`src/rtl/box_motion_ctrl.sv`:
```
// Button-driven box mover: debounced buttons request a move on each tick, applied only on an iVS falling edge.
// Define BOX_MOTION_WRAP_EN to wrap coordinates at the screen limits instead of clamping them.
module box_motion_ctrl #(
  parameter int TICK_DIV  = 1000000,
  parameter int STEP      = 5,
  parameter int DB_CYCLES = 50000,
  parameter int SCR_W     = 640,
  parameter int SCR_H     = 480,
  parameter int BOX_W     = 160,
  parameter int BOX_H     = 160,
  parameter int X_INIT    = 120,
  parameter int Y_INIT    = 120
) (
  input  logic       iVGA_CLK,
  input  logic       iRST_n,
  input  logic       in1,
  input  logic       in2,
  input  logic       in3,
  input  logic       in4,
  input  logic       iVS,
  output logic [9:0] oBOX_X,
  output logic [9:0] oBOX_Y,
  output logic       oMOVING
);

  localparam int TW  = (TICK_DIV > 1) ? $clog2(TICK_DIV) : 1;
  localparam int DBW = (DB_CYCLES > 1) ? $clog2(DB_CYCLES) : 1;

  localparam logic [TW-1:0]  TICK_LAST = TW'(TICK_DIV - 1);
  localparam logic [DBW-1:0] DB_LAST   = DBW'(DB_CYCLES - 1);

  localparam logic signed [11:0] STEP_S = 12'(STEP);
  localparam logic signed [11:0] X_MAX  = 12'(SCR_W - BOX_W);
  localparam logic signed [11:0] Y_MAX  = 12'(SCR_H - BOX_H);
  localparam logic [9:0]         X_MAX10 = 10'(SCR_W - BOX_W);
  localparam logic [9:0]         Y_MAX10 = 10'(SCR_H - BOX_H);

  typedef enum logic [1:0] {
    IDLE  = 2'd0,
    ARMED = 2'd1,
    APPLY = 2'd2
  } state_t;

  // Button bit order: [0] right, [1] left, [2] down, [3] up; all active-low.
  logic [3:0]     btn_raw;
  logic [3:0]     sync1;
  logic [3:0]     sync2;
  logic [3:0]     db_lvl;
  logic [DBW-1:0] db_cnt [4];
  logic [3:0]     req;

  logic [TW-1:0] tick_cnt;
  logic          tick;
  logic          vs_q;
  logic          vs_fall;

  state_t state;
  state_t state_nxt;
  logic   latch_req;
  logic   do_apply;

  logic signed [11:0] dx;
  logic signed [11:0] dy;
  logic signed [11:0] x_sum;
  logic signed [11:0] y_sum;
  logic [9:0]         x_new;
  logic [9:0]         y_new;

  assign btn_raw = {in4, in3, in2, in1};

  always_ff @(posedge iVGA_CLK or negedge iRST_n) begin
    if (!iRST_n) begin
      sync1 <= '1;
      sync2 <= '1;
    end else begin
      sync1 <= btn_raw;
      sync2 <= sync1;
    end
  end

  // Level flips only after DB_CYCLES consecutive cycles disagreeing with it.
  always_ff @(posedge iVGA_CLK or negedge iRST_n) begin
    if (!iRST_n) begin
      db_lvl <= '1;
      for (int i = 0; i < 4; i++) begin
        db_cnt[i] <= '0;
      end
    end else begin
      for (int i = 0; i < 4; i++) begin
        if (sync2[i] == db_lvl[i]) begin
          db_cnt[i] <= '0;
        end else if (db_cnt[i] == DB_LAST) begin
          db_lvl[i] <= sync2[i];
          db_cnt[i] <= '0;
        end else begin
          db_cnt[i] <= db_cnt[i] + 1'b1;
        end
      end
    end
  end

  always_ff @(posedge iVGA_CLK or negedge iRST_n) begin
    if (!iRST_n) begin
      tick_cnt <= '0;
    end else if (tick_cnt == TICK_LAST) begin
      tick_cnt <= '0;
    end else begin
      tick_cnt <= tick_cnt + 1'b1;
    end
  end

  assign tick = (tick_cnt == TICK_LAST);

  always_ff @(posedge iVGA_CLK or negedge iRST_n) begin
    if (!iRST_n) begin
      vs_q <= 1'b1;
    end else begin
      vs_q <= iVS;
    end
  end

  assign vs_fall = vs_q & ~iVS;

  always_ff @(posedge iVGA_CLK or negedge iRST_n) begin
    if (!iRST_n) begin
      state <= IDLE;
    end else begin
      state <= state_nxt;
    end
  end

  // Ticks outside IDLE are simply ignored, so at most one request is ever pending.
  always_comb begin
    state_nxt = state;
    latch_req = 1'b0;
    do_apply  = 1'b0;
    case (state)
      IDLE: begin
        if (tick && (db_lvl != 4'hF)) begin
          latch_req = 1'b1;
          state_nxt = ARMED;
        end
      end
      ARMED: begin
        if (vs_fall) begin
          state_nxt = APPLY;
        end
      end
      APPLY: begin
        do_apply  = 1'b1;
        state_nxt = IDLE;
      end
      default: state_nxt = IDLE;
    endcase
  end

  always_ff @(posedge iVGA_CLK or negedge iRST_n) begin
    if (!iRST_n) begin
      req <= '1;
    end else if (latch_req) begin
      req <= db_lvl;
    end
  end

  always_comb begin
    dx = 12'sd0;
    dy = 12'sd0;
    if (!req[0]) dx = dx + STEP_S;
    if (!req[1]) dx = dx - STEP_S;
    if (!req[2]) dy = dy + STEP_S;
    if (!req[3]) dy = dy - STEP_S;
    x_sum = $signed({2'b00, oBOX_X}) + dx;
    y_sum = $signed({2'b00, oBOX_Y}) + dy;
`ifdef BOX_MOTION_WRAP_EN
    if (x_sum > X_MAX)       x_new = 10'd0;
    else if (x_sum < 12'sd0) x_new = X_MAX10;
    else                     x_new = x_sum[9:0];
    if (y_sum > Y_MAX)       y_new = 10'd0;
    else if (y_sum < 12'sd0) y_new = Y_MAX10;
    else                     y_new = y_sum[9:0];
`else
    if (x_sum > X_MAX)       x_new = X_MAX10;
    else if (x_sum < 12'sd0) x_new = 10'd0;
    else                     x_new = x_sum[9:0];
    if (y_sum > Y_MAX)       y_new = Y_MAX10;
    else if (y_sum < 12'sd0) y_new = 10'd0;
    else                     y_new = y_sum[9:0];
`endif
  end

  // Position only moves on the APPLY exit edge, which always lies inside vertical sync.
  always_ff @(posedge iVGA_CLK or negedge iRST_n) begin
    if (!iRST_n) begin
      oBOX_X  <= 10'(X_INIT);
      oBOX_Y  <= 10'(Y_INIT);
      oMOVING <= 1'b0;
    end else begin
      oMOVING <= 1'b0;
      if (do_apply) begin
        oBOX_X  <= x_new;
        oBOX_Y  <= y_new;
        oMOVING <= (x_new != oBOX_X) || (y_new != oBOX_Y);
      end
    end
  end

endmodule

```
`config.mk`:
```
export PLATFORM = sky130hd
export DESIGN_NAME = box_motion_ctrl
export DESIGN_NICKNAME = d
export VERILOG_FILES = /design/src/rtl/box_motion_ctrl.sv
export SDC_FILE = /design/constraint.sdc
export NUM_CORES = 1
export LEC_CHECK = 0
export BUFFER_PORTS_ARGS = -buffer_cell sky130_fd_sc_hd__buf_2
export CAP_MARGIN = 10
export CORE_MARGIN = 1
export CORE_UTILIZATION = 65
export CTS_BUF_LIST = sky130_fd_sc_hd__clkbuf_2 sky130_fd_sc_hd__clkbuf_4 sky130_fd_sc_hd__clkbuf_8
export CTS_CLUSTER_DIAMETER = 150
export DETAILED_ROUTE_END_ITERATION = 12
export MAX_ROUTING_LAYER = met4
export PLACE_DENSITY = 0.83
export SYNTH_ARGS = -nofsm -noshare
export SYNTH_HDL_FRONTEND = slang
export SYNTH_SLANG_ARGS = --single-unit
```
`constraint.sdc`:
```
create_clock -name iVGA_CLK -period 4.5 [get_ports iVGA_CLK]
set_clock_uncertainty 0.05 [all_clocks]
set_input_delay 0.675 -clock iVGA_CLK [delete_from_list [all_inputs] [get_ports iVGA_CLK]]
set_output_delay 0.675 -clock iVGA_CLK [all_outputs]
set_load 0.02 [all_outputs]
```
* After elaboration in Yosys (flattened, before gate mapping) *
Index checks and enable logic that the tools add are counted.

word-level totals
  register bits after elaboration = 124
  input port bits = 7
  word-level logic and storage cells = 84

cells by class
  add/subtract/negate cells = 9
  magnitude comparators = 4
  eq/ne operators = 16
  muxes and demuxes = 24
  bitwise operators = 6
  reduce and logical (&&, ||, !) cells = 8

operators by type and width
  cell                     number
  $mux W16                 8
  $add A16 B1 Y16 const B  4
  $eq A16 B16 Y1 const B   4
  $mux W10                 4
  $add A11 B12 Y12         2
  $gt A12 B10 Y1 const B   2
  $lt A12 B1 Y1 const B    2
  $mux W12                 2
  $sub A12 B4 Y12 const B  2
  $add A20 B1 Y20 const B  1
  $eq A20 B20 Y1 const B   1
  $mux W20                 1
  $ne A10 B10 Y1           2
  $reduce_and A2 Y1        5
  $mux W3                  2
  $not A1 Y1               5
  $eq A1 B1 Y1             4
  $mux W1                  4
  $mux W2                  2
  $ne A2 B2 Y1 const B     2
  $ne A4 B4 Y1 const B     1
  $pmux W2 S2              1
  $eq A2 B1 Y1 const B     1
  $eq A2 B2 Y1 const B     1
  4 further kinds          4

* Logic depth before layout (Yosys ltp) *
Gate-level depths: netlist of the first run.

  depth in word-level cells = 10
  depth in mapped cells = 17
  depth with buffers taken out = 16

* Worst setup path before layout of the first run *
Ideal clock, no wire load.

  path kind = register to register
  start point = register req[2]
  end point = register oMOVING
  setup time = 0.133 ns
  arrival = 3.686 ns
  setup slack = 0.631 ns
  cell stages (with the launch flop) = 17
  buffers on the path = 0
  period minus slack after synthesis = 3.869 ns
  path through = dfstp_2 -> inv_1 -> ha_1 -> inv_1 -> ha_1 -> ha_1 -> a21o_1 -> a2111o_1 -> o211ai_1 -> xor2_1 -> a2111oi_4 -> o21a_2 -> o21ai_2 -> a221o_1 -> a2111o_1 -> a2111oi_2 -> a31oi_1

between the ends
  longest elaborated chain between the ends = 10
  elaborated cells between the ends (all ways) = 11
  those cells by class = add/sub: 2; order compare: 2; eq/ne: 1; mux: 5; reduce/logical: 1

RTL lines
  item                    line  text
  from (decl)             50    logic [3:0] req;
  from (signal assigned)  161   req <= db_lvl;
  $mux W3 (*)             170   if (!req[2]) dy = dy + STEP_S;
  $sub A12 B4 Y12         171   if (!req[3]) dy = dy - STEP_S;
  $mux W12 (*)            171
  $add A11 B12 Y12 (*)    173   y_sum = $signed({2'b00, oBOX_Y}) + dy;
  $lt A12 B1 Y1           186   else if (y_sum < 12'sd0) y_new = 10'd0;
  $mux W10                186
  $mux W10 (*)            185   if (y_sum > Y_MAX) y_new = Y_MAX10;
  $ne A10 B10 Y1 (*)      202   oMOVING <= (x_new != oBOX_X) || (y_new != oBOX_Y);
  $logic_or A1 B1 Y1 (*)  202
  $mux W1 (*)             199   if (do_apply) begin
  to (signal assigned)    202
  to (decl)               23    output logic oMOVING

Every way passes the cells marked *; elsewhere a longest branch is shown, timed or not.
A chain may end at the register's enable or synchronous reset.

* Worst setup path after layout of the first run *
Ends and elaborated chain as after synthesis.

==> impl_metrics.toml, run 1 <==
[floorplan]
core-area_um2 = 10940
die_w_um = 108.5
io-pin-count = 28
die_h_um = 108.5
rows = 38
start_util = 0.6747
dieArea_um2 = 11780

[clock_network]
clk_latency_ns = 0.45
htree_num_levels = 4
clkSinkCount = 124
clk_pin_slew_ns = 0.07
cts_tree = "built"
cts_resized = 0
ctsHoldBuffers = 0
cts_setup_buffers = 0
cts_buffers = 17
clockBufferDepth = 2
cts-root-buf = "clkbuf_8"

[sta]
maxSlewViolCount = 0
fin_crit_sh = 0.9433
rsz0062_at_grt = "false"
tns_ns = 0
finalSetupViolCount = 0
hold_violations = 0
fin_crit_ns = 4.245
slew_headroom = 0.3768
tightestPinTransition_ns = 0.9347
max_freq_mhz = 235.6

[worst_setup_path]
worstSetupPathType = "flop to flop"
startpoint = "req[2]"
rr_startpoint = "req[2]"
worstPathMaxFanout = 6
rr_endpoint = "oMOVING"
critical_path_required_ns = 4.77
cp.arrival_ns = 4.51
crit_path_start_kind = "flop"
ff2ff_path_depth = 16
r2r_setup_slack_ns = 0.26
end_kind = "flop"
endpoint = "oMOVING"

[hold_path]
hold_class = "input port to flop"
hold_path_depth = 1

[power_and_ir_drop]
p_switching_uw = 496.3
peakVddDrop_v = 0.0002480
clkPwrFrac = 0.467
seqPwrFrac = 0.510
swShare = 0.2220
p_int_mw = 1.739
combPwrFrac = 0.023
power_density_nw_per_um2 = 280.7
power.leakage_nw = 3.458

[yosys]
synthXorXnorAreaFrac = 0.1160
synth_edf_count = 0
ys_types = 91
muxShareOfSynthArea = 0.01170
synth_nets = 832
synth_top_family_by_area = "simple AND/OR/NAND/NOR gates"
yosysWarningCount = 0
synth_fa_ha_area_frac = 0.02883
synth_area_um2 = 7378
avgSynthCellArea_um2 = 9.132
yosys.area_share.simple = 0.2305
synthArstFlopShare = 1.000
synth_cells = 808
synth_compound_area_frac = 0.1501
synth_seq_cells = 124
ys.flop_type = "dfrtp_1"
yosysSeqAreaShare = 0.4248

[global_routing]
grt_pass1_vias = 5881
top_usage_layer = "met2"
grtUsageMet2 = 0.4892
use_met1 = 0.3661
grt_overflow_total = 0
grt_start_max_net_pins = 73
grt_pass1_wl_mm = 26.82
grt_usage = 0.3007
antenna_found_initial = 0
global_route.usage.met3 = 0.05847

[placed_design]
hpwl_mm = 11.00
globalplace.congestion = 0.9298
portBuffers = 27
placed_cells = 949

[cells_and_area]
area_growth_pct = 7.902
fin_nets = 852
finalNonFillerCells = 981
final_common_cell = "nor2_1"
regArea_um2 = 3134
final_cell_mix = "nor2_1, dfrtp_1, nand2_1"
multi_input_area_um2 = 3963
drive_above_1_share = 0.1498
antenna-diode-count = 0
fillCellCount = 818

[detailed_routing]
via_per_inst = 6.220
dr.first_iter.drc_count = 510
firstDrtPassIters = 8
avgRoutedWirePerCell_um = 16.50
antenna_left = 0
routed-via-count = 6102
drcViolationCount = 0
drt_wl_total_mm = 16.19

[outcome]
status = "complete, no violations"

[job]
maxCapViolCount = 0
## registers in the layout, summed over array words and instances, names as in the netlist
name and flops:
vs_q 1, req 4, oBOX_X 10, tick_cnt 20, oBOX_Y 10, oMOVING 1, sync1 4, db_lvl 4
state 2, sync2 4, db_cnt 64
## power groups by stage
stage	registers (mW)	logic [mW]	clock network [mW]
after floorplan	1.16	0.0200	0
after global placement	1.16	0.0490	0
after detailed placement	1.16	0.0528	0
after CTS	1.14	0.0530	1.06
after global routing	1.14	0.0605	1.10
final	1.14	0.0511	1.04
## metrics by stage
step	cell area, µm²	setup slack [ns]	hold slack (ns)	total power [mW]	util
CTS	7961	0.3054	0.2501	2.249	0.7280
global route	7961	0.06914	0.2500	2.303	0.7280
finish	7961	0.2552	0.2690	2.235	0.7280
global placement	7537	0.4543	0.2969	1.207	0.6892
floorplan	7378	0.6313	0.2952	1.177	-
detailed placement	7537	0.3319	0.3025	1.212	0.6892
## cell usage after synthesis (3+ instances only)
library cell    n  area share
nor2_1        124       0.063
dfrtp_1        99        0.34
nand2_1        94       0.048
xnor2_1        49       0.058
xor2_1         45       0.053
o21ai_0        32       0.022
nand3_1        30       0.020
a21oi_1        25       0.017
dfstp_2        25       0.089
and3_1         20       0.017
inv_1          19      0.0097
nor3_1         19       0.013
clkbuf_1       18      0.0092
ha_1           17       0.029
nand4_1        16       0.014
o31ai_1        10       0.010
nor2b_1         8      0.0068
a31oi_1         7      0.0059
buf_6           7       0.011
nor4b_1         6      0.0071
a2bb2oi_1       5      0.0059
buf_2           5      0.0034
mux2_2          5      0.0076
nor4_1          5      0.0042
o22ai_1         5      0.0042
a21o_1          4      0.0041
and2_1          4      0.0034
nand2b_1        4      0.0034
nor3b_1         4      0.0041
o211ai_1        4      0.0041
o21ai_1         4      0.0027
or2_2           4      0.0034
a22o_1          3      0.0036
a22oi_1         3      0.0031
mux2i_1         3      0.0041
nand3b_1        3      0.0031
o21a_1          3      0.0031
## layout make-up
type	count	area share
repair buffers	34	0.02389
clock inverters	10	0.01760
well taps	140	0.02200
flip-flops and latches	124	0.3937
clock buffers	22	0.03567
multi-input cells	631	0.4977
inverters	20	0.009430
## critical path, stage by stage, from the launching register on
cell and delay [ns]:
dfstp_2 0.55, inv_1 0.06, ha_1 0.27, inv_1 0.04, ha_1 0.25, ha_1 0.26
o21a_1 0.19, o32ai_2 0.35, o21ai_1 0.13, a2bb2oi_1 0.31, xnor2_1 0.22, o21a_2 0.23
o21ai_2 0.09, a221o_1 0.29, a2111o_1 0.43, a2111oi_2 0.28, a31oi_1 0.12
## metal layers
metal / vias up / part of all wire
li1: 2876 / -
met1: 2998 / 0.44
met2: 197 / 0.49
met3: 31 / 0.049
met4: 0 / 0.019
met5: - / 0
## how the worst min path moves through the flow
stage	startpoint	end
2_1_floorplan	sync1[0]	sync2[0]
3_3_place_gp	sync1[1]	sync2[1]
3_5_place_dp	sync1[1]	sync2[1]
4_1_cts	in2	sync1[1]
5_1_grt	in1	sync1[0]
6_report	in1	sync1[0]
## cells by family after synthesis
group | count (synthesis)
AND/OR/NAND/NOR | 358
AO/OA/AOI/OAI | 152
flip-flops | 124
XOR/XNOR | 96
buffers and inverters | 53
adder cells (fa/ha/maj) | 17
multiplexers | 8
Note: power is estimated with default switching activity, not from simulation.
==> run 2, diff against run 1 <==
--- a/config.mk
+++ b/config.mk
@@ -8,12 +8,13 @@
 export BUFFER_PORTS_ARGS = -buffer_cell sky130_fd_sc_hd__buf_2
 export CAP_MARGIN = 10
 export CORE_MARGIN = 1
-export CORE_UTILIZATION = 65
+export CORE_UTILIZATION = 35
 export CTS_BUF_LIST = sky130_fd_sc_hd__clkbuf_2 sky130_fd_sc_hd__clkbuf_4 sky130_fd_sc_hd__clkbuf_8
 export CTS_CLUSTER_DIAMETER = 150
 export DETAILED_ROUTE_END_ITERATION = 12
 export MAX_ROUTING_LAYER = met4
-export PLACE_DENSITY = 0.83
+export PLACE_DENSITY = 0.5
+export RECOVER_POWER = 100
 export SYNTH_ARGS = -nofsm -noshare
 export SYNTH_HDL_FRONTEND = slang
 export SYNTH_SLANG_ARGS = --single-unit
==> impl_metrics.toml, run 2 (synthesis results as in run 1) <==
[outcome]
status = "finished, violations left"
violations = "capacitance limit, slew limit"

[cells_and_area]
fillCellCount = 2095
final_common_cell = "nor2_1"
fin_util = 0.3937
fin_nets = 852
drive_above_1_share = 0.1165
final_cell_mix = "nor2_1, dfrtp_1, nand2_1"
largest_reg_flops = 64
stdcell_area_um2 = 8044
reg_top3 = "db_cnt x64, tick_cnt x20"
finalNonFillerCells = 1111
top_register = "db_cnt"
multi_input_area_um2 = 3958
antenna-diode-count = 0
regArea_um2 = 3134
area_growth_pct = 9.021

[placed_design]
globalplace.congestion = 0.8344
hpwl_mm = 10.58
placed_cells = 1079
portBuffers = 27
placed_area_um2 = 7704

[sta]
slew_headroom = -0.6492
tightestPinTransition_ns = 2.474
fin_crit_ns = 4.167
fin_crit_sh = 0.9259
maxSlewViolCount = 102
holdWs_ns = 0.2852
tns_ns = 0
rsz0062_at_grt = "false"
hold_violations = 0
finalSetupViolCount = 0
max_freq_mhz = 240.0

[global_routing]
grt_pass1_vias = 5490
antenna_found_initial = 0
grt_start_max_net_pins = 102
grt_usage = 0.1584
grt_pass1_wl_mm = 27.16
grt_overflow_total = 0

[floorplan]
dieArea_um2 = 21660
core-area_um2 = 20430
start_util = 0.3612
die_h_um = 147.2
io-pin-count = 28
die_w_um = 147.2
rows = 52

[power_and_ir_drop]
peakVddDrop_v = 0.0002606
power_density_nw_per_um2 = 262.3
power.leakage_nw = 3.357

[worst_setup_path]
end_kind = "flop"
worstPathMaxFanout = 6
crit_path_start_kind = "flop"
r2r_setup_slack_ns = 0.33
rr_startpoint = "req[2]"
worstSetupPathType = "flop to flop"
critical_path_required_ns = 4.73
startpoint = "req[2]"
cp.arrival_ns = 4.39

[clock_network]
cts_resized = 0
cts-root-buf = "clkbuf_8"
ctsHoldBuffers = 0
cts_tree = "built"
htree_num_levels = 4
clk_pin_slew_ns = 0.07
clk_latency_ns = 0.44
clockBufferDepth = 2
cts_buffers = 17
cts_setup_buffers = 0
clkSinkCount = 124

[detailed_routing]
drcViolationCount = 0
antenna_left = 0
avgRoutedWirePerCell_um = 13.96
drt_wl_total_mm = 15.51
routed-via-count = 5673
firstDrtPassIters = 4
dr.first_iter.drc_count = 274
via_per_inst = 5.106

[hold_path]
min_from = "in1"
hold_class = "input port to flop"

[job]
maxCapViolCount = 1
-- run 2: layer usage --
| metal | vias up | GRT usage | share of wire |
|---|---|---|---|
| met5 | - | - | 0 |
| met4 | 0 | 0.04072 | 0.0071 |
| met3 | 6 | 0.03727 | 0.039 |
| met2 | 83 | 0.2314 | 0.45 |
| met1 | 2708 | 0.2192 | 0.50 |
| li1 | 2876 | - | - |
-- run 2: worst max-delay path, stage by stage, from the launching register on --
cell	delay (ns)
dfstp_2	0.55
inv_1	0.05
ha_1	0.27
inv_1	0.04
ha_1	0.24
ha_1	0.26
a21o_1	0.22
a2111o_1	0.38
o211ai_1	0.18
xor2_1	0.16
a2111oi_4	0.23
o21a_2	0.21
o21ai_2	0.08
a221o_1	0.26
a2111o_1	0.42
a2111oi_2	0.28
a31oi_1	0.13
-- run 2: final cells by class --
type                       count  share of cell area
multi-input combinational    631              0.4920
sequential                   124              0.3896
tap                          270             0.04200
clock buffer                  19             0.03173
timing repair buffer          34             0.02022
clock inverter                13             0.01509
inverter                      20            0.009333
-- run 2: final timing paths --
kind | end | cells after the start
worst max-delay path | oMOVING | 16
worst min-delay path | sync1[0] | 1
worst max register to register | oMOVING | 16
worst min register to register | sync2[0] | 0
max in group asynchronous | oBOX_X[7] | 2
min in group asynchronous | db_cnt[11] | 1
-- run 2: power breakdown --
part	switching, mW	internal, mW
logic	0.0364	0.0113
registers	0.00767	1.13
clock network	0.466	0.459
-- run 2: metrics by stage --
stage	total power [mW]	setup slack (ns)
floorplan	1.177	0.6313
global placement	1.211	0.4517
detailed placement	1.211	0.3846
CTS	2.155	0.3605
global route	2.213	0.03958
finish	2.110	0.3334
==> run 3, diff against run 2 <==
--- a/config.mk
+++ b/config.mk
@@ -7,13 +7,17 @@
 export LEC_CHECK = 0
 export BUFFER_PORTS_ARGS = -buffer_cell sky130_fd_sc_hd__buf_2
 export CAP_MARGIN = 10
+export CELL_PAD_IN_SITES_DETAIL_PLACEMENT = 1
+export CELL_PAD_IN_SITES_GLOBAL_PLACEMENT = 1
 export CORE_MARGIN = 1
 export CORE_UTILIZATION = 35
 export CTS_BUF_LIST = sky130_fd_sc_hd__clkbuf_2 sky130_fd_sc_hd__clkbuf_4 sky130_fd_sc_hd__clkbuf_8
 export CTS_CLUSTER_DIAMETER = 150
 export DETAILED_ROUTE_END_ITERATION = 12
+export GPL_TIMING_DRIVEN = 1
+export HOLD_SLACK_MARGIN = 0.1
 export MAX_ROUTING_LAYER = met4
-export PLACE_DENSITY = 0.5
+export PLACE_DENSITY = 0.61
 export RECOVER_POWER = 100
 export SYNTH_ARGS = -nofsm -noshare
 export SYNTH_HDL_FRONTEND = slang
==> impl_metrics.toml, run 3 (synthesis results as in run 1) <==
[worst_setup_path]
critPathMaxStageDelay_ns = 0.55
crit_path_start_kind = "flop"
worstSetupPathType = "flop to flop"
cp.arrival_ns = 4.47
rr_endpoint = "oMOVING"
ff2ff_path_depth = 16
end_kind = "flop"
worstPathMaxFanout = 6
crit_top_cell = "ha_1"
r2r_setup_slack_ns = 0.27
critical_path_required_ns = 4.74
rr_startpoint = "req[2]"
crit_chain = "inv_1 -> ha_1 -> inv_1 -> ha_1 -> ha_1 -> a21o_1 -> a2111o_1 -> o211ai_1 -> xor2_1 -> a2111oi_4 -> o21a_2 -> o21ai_2 -> a221o_1 -> a2111o_1 -> a2111oi_2 -> a31oi_1"
crit_slowest_cell = "dfstp_2"

[cells_and_area]
reg_top3 = "db_cnt x64, tick_cnt x20"
antenna-diode-count = 0
fin_util = 0.3944
final_common_cell = "nor2_1"
fin_nets = 852
finalNonFillerCells = 1111
final_cell_mix = "nor2_1, dfrtp_1, nand2_1"
fillCellCount = 2428
drive_above_1_share = 0.1177
regArea_um2 = 3134
largest_reg_flops = 64
top_register = "db_cnt"
area_growth_pct = 9.191
multi_input_area_um2 = 3965

[clock_network]
clk_pin_slew_ns = 0.09
ctsHoldBuffers = 0
clk_latency_ns = 0.45
clockBufferDepth = 2
cts_tree = "built"
clkSinkCount = 124
cts-root-buf = "clkbuf_8"
cts_buffers = 17
htree_num_levels = 4

[power_and_ir_drop]
power.leakage_nw = 3.369
finalPower_mw = 2.142
peakVddDrop_v = 0.0001711
power_density_nw_per_um2 = 265.8

[outcome]
violations = "capacitance limit, slew limit"
status = "finished, violations left"

[global_routing]
grt_usage = 0.1844
grt_overflow_total = 0
grt_pass1_vias = 6347
grt_pass1_wl_mm = 31.67
antenna_found_initial = 0
grt_start_max_net_pins = 52

[sta]
max_freq_mhz = 236.2
holdWs_ns = 0.2762
fin_crit_ns = 4.233
tns_ns = 0
finalSetupViolCount = 0
fin_crit_sh = 0.9407
rsz0062_at_grt = "false"
hold_violations = 0
tightestPinTransition_ns = 2.873
slew_headroom = -0.9153
maxSlewViolCount = 52

[placed_design]
placed_cells = 1079
globalplace.congestion = 0.8947
portBuffers = 27
hpwl_mm = 13.18

[floorplan]
io-pin-count = 28
die_w_um = 147.2
die_h_um = 147.2
core-area_um2 = 20430
rows = 52
start_util = 0.3612
dieArea_um2 = 21660

[detailed_routing]
dr.first_iter.drc_count = 247
drcViolationCount = 0
via_per_inst = 5.351
antenna_left = 0
firstDrtPassIters = 7
routed-via-count = 5945
drt_wl_total_mm = 18.21
avgRoutedWirePerCell_um = 16.39

[hold_path]
hold_path_depth = 1
hold_class = "input port to flop"
hold_end = "sync1[1]"
min_from = "in2"

[job]
maxCapViolCount = 1
[run 3: worst max-delay path, delay by kind of cell, from the launching register on]
family	cells	cell delay, ns
compound gates	10	2.41
xor+xnor	1	0.17
fa+ha+maj	3	0.78
buf+inv	2	0.10
flops	1	0.55
[run 3: report_power, final]
group          leakage, nW  switching (mW)  total (mW)  internal, mW
Sequential            1.62         0.00834        1.14          1.13
Combinational         1.56          0.0386      0.0504        0.0117
Clock                0.186           0.500       0.953         0.453
Total                 3.37           0.547        2.14          1.59
[run 3: how the worst max path moves through the flow]
stage	startpoint	to	cells past startpoint
floorplan	req[2]	oMOVING	16
global placement	req[2]	oMOVING	16
detailed placement	req[2]	oMOVING	16
CTS	req[2]	oMOVING	16
global route	req[2]	oMOVING	16
finish	req[2]	oMOVING	16
[run 3: metrics by stage]
stage	setup slack, ns	area [µm²]
CTS	0.2701	8080
global placement	0.4239	7700
finish	0.2667	8056
detailed placement	0.3206	7700
global route	0.03296	8056
floorplan	0.6313	7378
[run 3: per-layer routing]
layer  vias up  GRT usage  share of wire
li1       2871          -              -
met1      2972     0.2335           0.47
met2        82     0.3017           0.48
met3        20    0.03168          0.030
met4         0    0.05309          0.013
met5         -          -              0
[run 3: cell type report]
type                       count  share of cell area
clock buffer                  18             0.02997
clock inverter                14             0.01724
inverter                      20            0.009318
multi-input combinational    631              0.4922
sequential                   124              0.3890
tap                          270             0.04193
timing repair buffer          34             0.02034
[run 3: what timing repair did]
item / 4_1_cts / 5_1_grt
setup endpoints to repair: 0 / 1
buffers inserted: 0 / 0
gates resized for setup: 0 / 1
